--- src/rtl/bin2bcd_pkg.sv ---
// Shared types and constants for the sequential binary-to-BCD converter.
package bin2bcd_pkg;

  typedef enum logic [1:0] {
    IDLE  = 2'd0,
    SHIFT = 2'd1,
    DONE  = 2'd2
  } state_t;

  localparam int DIGIT_W = 4;
  localparam logic [DIGIT_W-1:0] ADJ_THRESH = 4'd5;
  localparam logic [DIGIT_W-1:0] ADJ_ADD    = 4'd3;

  localparam int DEF_BIN_W  = 16;
  localparam int DEF_DIGITS = 5;

  // Counter must be able to hold BIN_W itself.
  function automatic int cnt_width(input int bin_w);
    return $clog2(bin_w + 1);
  endfunction

endpackage

--- src/rtl/bcd_digit_adj.sv ---
// Double-dabble digit correction: add 3 to a BCD digit of 5 or more before the shift.
module bcd_digit_adj
  import bin2bcd_pkg::*;
(
  input  logic [DIGIT_W-1:0] din,
  output logic [DIGIT_W-1:0] dout
);

  always_comb begin
    dout = din;
    if (din >= ADJ_THRESH) dout = din + ADJ_ADD;
  end

endmodule

--- src/rtl/bin2bcd_seq.sv ---
// Sequential shift-and-add-3 binary-to-BCD converter, one input bit per clock.
// state | meaning
// IDLE  | waiting for start, bcd holds last result
// SHIFT | adjusting and shifting, one bit per edge
// DONE  | one-cycle done pulse, bcd just updated
module bin2bcd_seq
  import bin2bcd_pkg::*;
#(
  parameter int BIN_W  = DEF_BIN_W,
  parameter int DIGITS = DEF_DIGITS
) (
  input  logic                    clk,
  input  logic                    rst_n,
  input  logic                    start,
  input  logic [BIN_W-1:0]        bin,
  output logic                    busy,
  output logic                    done,
  output logic [DIGIT_W*DIGITS-1:0] bcd
);

  localparam int BCD_W  = DIGIT_W * DIGITS;
  localparam int WORK_W = BCD_W + BIN_W;
  localparam int CNT_W  = cnt_width(BIN_W);
  localparam logic [CNT_W-1:0] LAST_CNT = CNT_W'(BIN_W - 1);

  state_t              state_q, state_d;
  logic [WORK_W-1:0]   work_q, work_d;
  logic [CNT_W-1:0]    cnt_q, cnt_d;
  logic [BCD_W-1:0]    bcd_q, bcd_d;

  logic [BCD_W-1:0]    adj_bcd;
  logic [WORK_W-1:0]   adj_work;
  logic [WORK_W-1:0]   shifted;

  for (genvar g = 0; g < DIGITS; g++) begin : g_adj
    bcd_digit_adj u_adj (
      .din  (work_q[BIN_W + DIGIT_W*g +: DIGIT_W]),
      .dout (adj_bcd[DIGIT_W*g +: DIGIT_W])
    );
  end

  // Adjust all digits first, then shift the whole register by one.
  assign adj_work = {adj_bcd, work_q[BIN_W-1:0]};
  assign shifted  = {adj_work[WORK_W-2:0], 1'b0};

  always_comb begin
    state_d = state_q;
    work_d  = work_q;
    cnt_d   = cnt_q;
    bcd_d   = bcd_q;
    unique case (state_q)
      IDLE: begin
        if (start) begin
          work_d  = {{BCD_W{1'b0}}, bin};
          cnt_d   = '0;
          state_d = SHIFT;
        end
      end
      SHIFT: begin
        work_d = shifted;
        cnt_d  = cnt_q + CNT_W'(1);
        if (cnt_q == LAST_CNT) begin
          bcd_d   = shifted[WORK_W-1:BIN_W];
          state_d = DONE;
        end
      end
      DONE: begin
        state_d = IDLE;
      end
      default: begin
        state_d = IDLE;
      end
    endcase
  end

  always_ff @(posedge clk or negedge rst_n) begin
    if (!rst_n) begin
      state_q <= IDLE;
      work_q  <= '0;
      cnt_q   <= '0;
      bcd_q   <= '0;
    end else begin
      state_q <= state_d;
      work_q  <= work_d;
      cnt_q   <= cnt_d;
      bcd_q   <= bcd_d;
    end
  end

  assign busy = (state_q == SHIFT);
  assign done = (state_q == DONE);
  assign bcd  = bcd_q;

endmodule

--- config.mk ---
export PLATFORM = sky130hd
export DESIGN_NAME = bin2bcd_seq
export DESIGN_NICKNAME = d
export VERILOG_FILES = /design/src/rtl/bin2bcd_pkg.sv /design/src/rtl/bcd_digit_adj.sv /design/src/rtl/bin2bcd_seq.sv
export SDC_FILE = /design/constraint.sdc
export NUM_CORES = 1
export LEC_CHECK = 0
export CORE_ASPECT_RATIO = 0.6
export CORE_MARGIN = 2
export CORE_UTILIZATION = 44
export DETAILED_ROUTE_END_ITERATION = 16
export GPL_TIMING_DRIVEN = 0
export PLACE_DENSITY = 0.66
export SETUP_SLACK_MARGIN = 0.2
export SLEW_MARGIN = 10
export SYNTH_ARGS = -nofsm -noshare
export SYNTH_HDL_FRONTEND = slang
export SYNTH_HIERARCHICAL = 1
export SYNTH_SLANG_ARGS = --single-unit
export TNS_END_PERCENT = 100
--- constraint.sdc ---
create_clock -name clk -period 2.49 [get_ports clk]
set_input_delay 0.498 -clock clk [delete_from_list [all_inputs] [get_ports clk]]
set_output_delay 0.498 -clock clk [all_outputs]
set_load 0.01 [all_outputs]
* Word level (Yosys, flattened, before mapping)
Index checks and enable logic that the tools add are counted.
** Storage, ports and cells
- Register bits :: 63
- Input bits :: 19
- Logic and storage cells :: 37
- Output and inout bits :: 22
** Cells by class
- Multiplexer cells :: 12
- $add $sub $neg :: 6
- Reduce and logical (&&, ||, !) cells :: 5
- Equality and inequality tests :: 5
- $lt $le $gt $ge :: 5
** Operators by type and width (number)
- one-hot mux 36 bit (2 select lines) :: 1
- 2-to-1 mux 36 bit :: 1
- >= comparator 4 x 3 -> 1 bit, second input constant :: 5
- adder 4 x 2 -> 4 bit, second input constant :: 4
- 2-to-1 mux 4 bit :: 4
- one-hot mux 5 bit (2 select lines) :: 1
- AND reduction 2 bit :: 3
- adder 5 x 1 -> 5 bit, second input constant :: 1
- equality test 5 x 4 -> 1 bit, second input constant :: 1
- 2-to-1 mux 5 bit :: 1
- 2-to-1 mux 2 bit :: 2
- one-hot mux 2 bit (2 select lines) :: 1
- adder 3 x 2 -> 3 bit, second input constant :: 1
- 2-to-1 mux 3 bit :: 1
- equality test 2 x 1 -> 1 bit, second input constant :: 1
- equality test 2 bit, second input constant :: 1
- zero test 2 bit :: 1
- != test 2 x 1 -> 1 bit, second input constant :: 1
- != test 2 bit, second input constant :: 1
- nonzero test 2 bit :: 1

* Depth between registers and ports, before layout
Gate-level depths: netlist (run 1).
- Word-level depth :: 3
- Gate-level depth with buffers :: 6
- Depth with buffers taken out :: 6

* Modules after synthesis
The synthesis (run 1) kept the hierarchy.
** Modules (own cells, without submodules)
- bin2bcd_seq :: instances 1, sequential area each 1576.5 µm², area each 2552.4 µm², cells an instance 193
- bcd_digit_adj :: instances 5, sequential area each 0.0 µm², area each 101.3 µm², cells an instance 16

* Worst setup path after synthesis (run 1)
Ideal clock, no wire load.
- Path type :: register -> register
- Start :: register cnt_q[0]
- End :: register bcd_q[0], in the netlist bcd[0]
- Path buffers :: 1
- Arrival :: 1499 ps
- Setup time :: 125 ps
- Clock period less this slack :: 1624 ps
- Required time :: 2365 ps
- Cell stages (with the launch flop) :: 7
- Slack :: 866 ps
- Cell sequence :: dfrtp_1 ha_1 and3_1 ha_1 nand2_2 buf_6 mux2_4
** Between the ends
- Longest elaborated chain between the ends :: 2
** RTL lines
- from (decl) :: line bin2bcd_seq.sv:28 : logic [CNT_W-1:0] cnt_q, cnt_d;
- from (signal assigned) :: line bin2bcd_seq.sv:85 : cnt_q <= cnt_d;
- equality test 5 x 4 -> 1 bit :: line bin2bcd_seq.sv:62 : if (cnt_q == LAST_CNT) begin
- AND reduction 2 bit (no line)
- to (signal assigned) :: line bin2bcd_seq.sv:81 : bcd_q <= '0;
- to (signal assigned) :: line bin2bcd_seq.sv:86 : bcd_q <= bcd_d;
- to (decl) :: line bin2bcd_seq.sv:29 : logic [BCD_W-1:0] bcd_q, bcd_d;
No other way between the ends.
A chain may end at the register's enable or synchronous reset.

* Worst setup path in the final report (run 1)
- Start :: register state_q[1]
- End :: output port done
** Between the ends
- Longest elaborated chain between the ends :: 1
** RTL lines
- from (decl) :: line bin2bcd_seq.sv:26 : state_t state_q, state_d;
- from (signal assigned) :: line bin2bcd_seq.sv:83 : state_q <= state_d;
- equality test 2 bit :: line bin2bcd_seq.sv:91 : assign done = (state_q == DONE);
- to (decl) :: line bin2bcd_seq.sv:17 : output logic done,
No other way between the ends.

==> flow_summary_export.csv, run 1 <==
group,metric,value,unit
logic_synthesis,synthesis.area,3039,um^2
timing,fin_crit_sh,88.22,%
grt,grt_pass1_wl,10370,um
placed_design,io_buffers,40,
grt,grt_overflow,0,
detailed_routing,ant_nets,0,
detailed_routing,post_drt_wl_per_cell,14.80,um
grt,grt_use_total,18.02,%
cts,insertion_delay,0.33,ns
logic_synthesis,synthCells,269,
setup_path,cp_max_fo,10,
setup_path,critical_path.max_stage_delay,0.54,ns
cts,clock_path_buffers,2,
pwr,powerDensity,1314,nW/um^2
detailed_routing,dr.first_iter.drc_count,94,
floorplan,ioPinCount,41,
pwr,peakVddDrop,0.6845,mV
cts,cts_tree,"done",
grt,grt_max_degree,64,
placed_design,gp_congestion,0.7748,
finish,syn_to_final_growth,28.32,%
grt,antenna_found_initial,0,
cts,cts_buffers,9,
detailed_routing,routed_via_density,5.146,
placed_design,dp_hpwl,4230,um
setup_path,critical_path_class,"reg -> out",
detailed_routing,vias,2120,
outcome,status,"finished, final reports clean",
floorplan,num_rows,23,
timing,setup_viol,0,
setup_path,critPathSlowestCell,"clkdlybuf4s50_1",
job,maxCapViolations,0,
finish,antenna_cells,0,
logic_synthesis,yosysWarningCount,6,
floorplan,dieArea,7610,um^2
pwr,fin_total_pwr,0.005125,W
setup_path,cp.arrival,1.70,ns
finish,num-nets-final,351,
worst_hold_path,min_path_type,"in -> async",
setup_path,cp-end-kind,"primary output",
timing,rsz0062_at_grt,"no",
cts,clkTransAtPathRegs,0.05,ns
floorplan,die-width,111.3,um
setup_path,worstRegToRegCells,6,
floorplan,die_h,68.38,um
cts,cts_setup_buffers,0,
detailed_routing,finalWirelength,6097,um
setup_path,cp_cell_sequence,"clkbuf_2 -> inv_1 -> nor2_1 -> clkdlybuf4s50_1",
setup_path,cp.required,1.99,ns
timing,finClkSkew,0.006397,ns
floorplan,core,6676,um^2
detailed_routing,drcViolationCount,0,
timing,tightest_slew,0.7756,ns
timing,period_needed,2.197,ns
timing,maxSlewHeadroom,48.29,%
detailed_routing,first_pass_iters,4,
floorplan,start_util,45.52,%
timing,slew_viol_final,0,
cts,htree_num_levels,3,
setup_path,cp-start-kind,"register",
timing,hold_viol,0,
cts,cts_root_buf,"clkbuf_16",
logic_synthesis,synth.net_count,300,
pwr,power.leakage,1.847,nW
grt,first_global_vias,2098,
placed_design,dpl_cell_area,3546,um^2
finish,fin_area,3900,um^2
logic_synthesis,syn_avg_cell_area,11.30,um^2
timing,max_freq,0.4552,GHz
cts,clock_sinks,63,
finish,drive_gt1_share,16.92,%
power by group:
| part | internal [W] | total [W] | switching [W] |
|---|---|---|---|
| clock network | 0.000958 | 0.00139 | 0.000431 |
| registers | 0.00144 | 0.00176 | 0.000320 |
| logic | 0.00106 | 0.00198 | 0.000921 |
| total | 0.00345 | 0.00513 | 0.00167 |
area by class of cell:
class                   instances  area, um^2
plain buffers                  15       92.59
clock inverters                 4       76.32
inverters                      15       56.30
well taps                      87       108.9
clock buffers                  12       266.5
fillers                       574        2776
flip-flops and latches         63        1577
multi-input cells             176        1323
repair buffers                 40       400.4
final timing paths:
path	start	to	slack [ns]
max in group asynchronous	rst_n	work_q[9]	1.72
hold / removal	rst_n	bcd[4]	0.25
min in group clk	work_q[2]	work_q[2]	0.48
setup reg to reg	cnt_q[0]	bcd[15]	0.74
hold reg to reg	work_q[2]	work_q[2]	0.48
setup / recovery	state_q[1]	done	0.29
cell usage in the layout, fill, tap and decap left out, drive strengths merged:
master / count
mux2i: 5
clkdlybuf4s50: 38
o22ai: 1
and2b: 1
and3: 1
nand2b: 9
a22o: 21
nor2b: 1
inv: 15
a41oi: 1
a32o: 1
o21ai: 25
buf: 11
nand2: 37
ha: 12
a22oi: 15
dlymetal6s2s: 1
clkinv: 1
clkbuf: 17
a31oi: 1
nor2: 10
a21oi: 7
o21bai: 1
mux2: 20
xnor2: 5
nor3b: 1
clkinvlp: 1
nand3: 1
bufinv: 2
dfrtp: 63
repair_timing:
action | CTS | global route
hold buffers | 0 | 0
gates resized for setup | 3 | 3
endpoints found under the setup margin | 2 | 2
registers in the layout (all words and copies together), names as in the netlist:
name,count
cnt_q,5
work_q,36
state_q,2
bcd,20
per-stage QoR:
step / TNS, ns / hold slack, ns / utilization (%) / worst slack [ns] / instances
2_1_floorplan: 0 / 0.2024 / - / 0.8663 / 269
3_3_place_gp: -74.95 / 0.4627 / 53.15 / -1.193 / 396
3_5_place_dp: 0 / 0.4703 / 53.11 / 0.3880 / 396
4_1_cts: 0 / 0.2838 / 58.36 / 0.1417 / 412
5_1_grt: 0 / 0.3144 / 58.41 / 0.2012 / 412
6_report: 0 / 0.2507 / 58.41 / 0.2933 / 412
worst max-delay path, delay by kind of cell, from the launching register on:
family	cells	cell delay, ns
DFF	1	0.40
and+or+nand+nor	1	0.10
buffers and inverters	3	0.86
per-layer routing:
metal | wire length (um) | up-vias | part of all wire (%) | GRT usage, %
met1 | 3261 | 1013 | 53 | 25.69
li1 | - | 1046 | - | -
met2 | 2472 | 51 | 41 | 25.38
met3 | 270 | 10 | 4.4 | 5.580
met5 | 0 | - | 0 | 0
met4 | 93 | 0 | 1.5 | 7.870
Power figures use the tool's default switching activity.
==> inputs of run 2 (changes only) <==
DONT_BUFFER_PORTS = 1   (was unset)
PLACE_DENSITY = unset   (was 0.66)
==> flow_summary_export.csv, run 2 (same netlist as run 1, synthesis figures left out) <==
group,metric,value,unit
setup_path,critPathSlowestCell,"dfrtp_1",
placed_design,dpl_cell_area,3148,um^2
finish,antenna_cells,0,
timing,tightest_slew,0.5253,ns
finish,final_cells,373,
detailed_routing,first_pass_iters,4,
grt,grt_use_total,17.75,%
setup_path,critPathBufInv,2,
finish,num-nets-final,312,
finish,syn_to_final_growth,15.31,%
finish,layout_commonest_cell,"dfrtp_1",
job,maxCapViolations,0,
setup_path,cp_top_family,"buffers and inverters",
setup_path,cp_max_fo,10,
detailed_routing,post_drt_wl_per_cell,16.34,um
placed_design,dp_hpwl,3987,um
placed_design,io_buffers,0,
floorplan,ioPinCount,41,
timing,final.setup.tns,0,ns
finish,top_register,"work_q",
timing,period_needed,1.921,ns
timing,setup_viol,0,
finish,layout.cells.most_common_list,"63 x dfrtp_1, 36 x nand2_1, 21 x o21ai_0, 21 x a22o_1, 19 x mux2_4",
timing,rsz0062_at_grt,"no",
cts,cts_root_buf,"clkbuf_16",
pwr,fin_total_pwr,0.004818,W
setup_path,cp_cell_sequence,"clkbuf_1 -> inv_1 -> nor2_1",
setup_path,crit_start,"state_q[1]",
floorplan,die_h,68.38,um
detailed_routing,vias,2001,
grt,grt_pass1_wl,9956,um
cts,htree_num_levels,3,
timing,max_freq,0.5207,GHz
cts,cts_tree,"done",
timing,finClkSkew,0.006674,ns
cts,postCtsHoldBufs,1,
detailed_routing,drcViolationCount,0,
detailed_routing,finalWirelength,6095,um
detailed_routing,ant_nets,0,
floorplan,dieArea,7610,um^2
cts,clock_sinks,63,
detailed_routing,routed_via_density,5.365,
cts,clkTransAtPathRegs,0.05,ns
grt,first_global_vias,1959,
pwr,power.leakage,1.697,nW
setup_path,cp-start-kind,"register",
floorplan,die-width,111.3,um
cts,cts_resized,0,
setup_path,cp.arrival,1.42,ns
setup_path,critical_path.max_stage_delay,0.38,ns
finish,fin_area,3505,um^2
placed_design,gp_congestion,0.7860,
outcome,status,"finished, final reports clean",
setup_path,r2r-start,"cnt_q[0]",
grt,grt_max_degree,64,
placed_design,placed_cells,356,
setup_path,critical_path_class,"reg -> out",
pwr,peakVddDrop,0.6463,mV
worst_hold_path,min_path_type,"in -> async",
floorplan,core,6676,um^2
floorplan,start_util,45.52,%
grt,grt_overflow,0,
cts,clock_path_buffers,2,
timing,hold_viol,0,
finish,drive_gt1_share,18.53,%
finish,largest_reg_flops,36,
timing,fin_crit_sh,77.14,%
finish,final.fill_count,589,
timing,slew_viol_final,0,
timing,maxSlewHeadroom,64.98,%
setup_path,cp.required,1.99,ns
detailed_routing,dr.first_iter.drc_count,117,
cts,cts_setup_buffers,0,
cts,insertion_delay,0.33,ns
floorplan,num_rows,23,
grt,antenna_found_initial,0,
pwr,powerDensity,1375,nW/um^2
setup_path,cp-end-kind,"primary output",
cts,cts_buffers,9,
-- run 2: changes by cell type in the layout (fill, tap and decap cells not counted), moves of 2 or more --
cell	change
clkdlybuf4s50_1	-38
clkbuf_1	+2
clkbuf_8	+2
clkbuf_2	-2
-- run 2: layout make-up --
type | instances | area [um^2] | share of cell area (%)
well taps | 87 | 108.9 | 3.106
flip-flops and latches | 63 | 1577 | 44.98
plain buffers | 15 | 83.83 | 2.392
clock inverters | 2 | 35.03 | 0.9996
inverters | 15 | 56.30 | 1.607
repair buffers | 1 | 27.53 | 0.7854
multi-input cells | 176 | 1323 | 37.74
clock buffers | 14 | 294.0 | 8.390
-- run 2: worst paths after layout --
kind / slack [ns] / depth (start not counted) / end
worst min-delay path: 0.03 / 1 / bcd[7]
min in group clk: 0.34 / 1 / work_q[0]
max in group asynchronous: 2.19 / 1 / bcd[18]
worst min register to register: 0.48 / 2 / work_q[4]
worst max register to register: 0.74 / 6 / bcd[3]
worst max-delay path: 0.57 / 3 / done
-- run 2: power by group --
group	internal (W)	switching, W	total, W
logic	0.000831	0.000809	0.00164
registers	0.00144	0.000395	0.00183
clock network	0.000909	0.000437	0.00135
total	0.00318	0.00164	0.00482
-- run 2: worst register-to-register path: stages (launching register included) --
cell and delay [ns]:
dfrtp_1 0.42, ha_1 0.25, and3_1 0.16, ha_1 0.20
nand2_2 0.10, buf_6 0.19, mux2_4 0.32
-- run 2: metrics by stage --
stage	utilization, %	setup slack (ns)	hold slack [ns]
final	52.49	0.5693	0.03399
after global routing	52.49	0.4916	0.04719
after CTS	52.49	0.5590	0.03890
after detailed placement	47.15	0.7484	0.2043
after global placement	47.15	0.7510	0.2041
after floorplan	-	0.8663	0.2024
-- run 2: per-layer routing --
layer  wire [um]  track usage [%]
met4         106            7.407
met5           0                0
met1        3172            24.62
met2        2447            24.16
met3         369            7.706
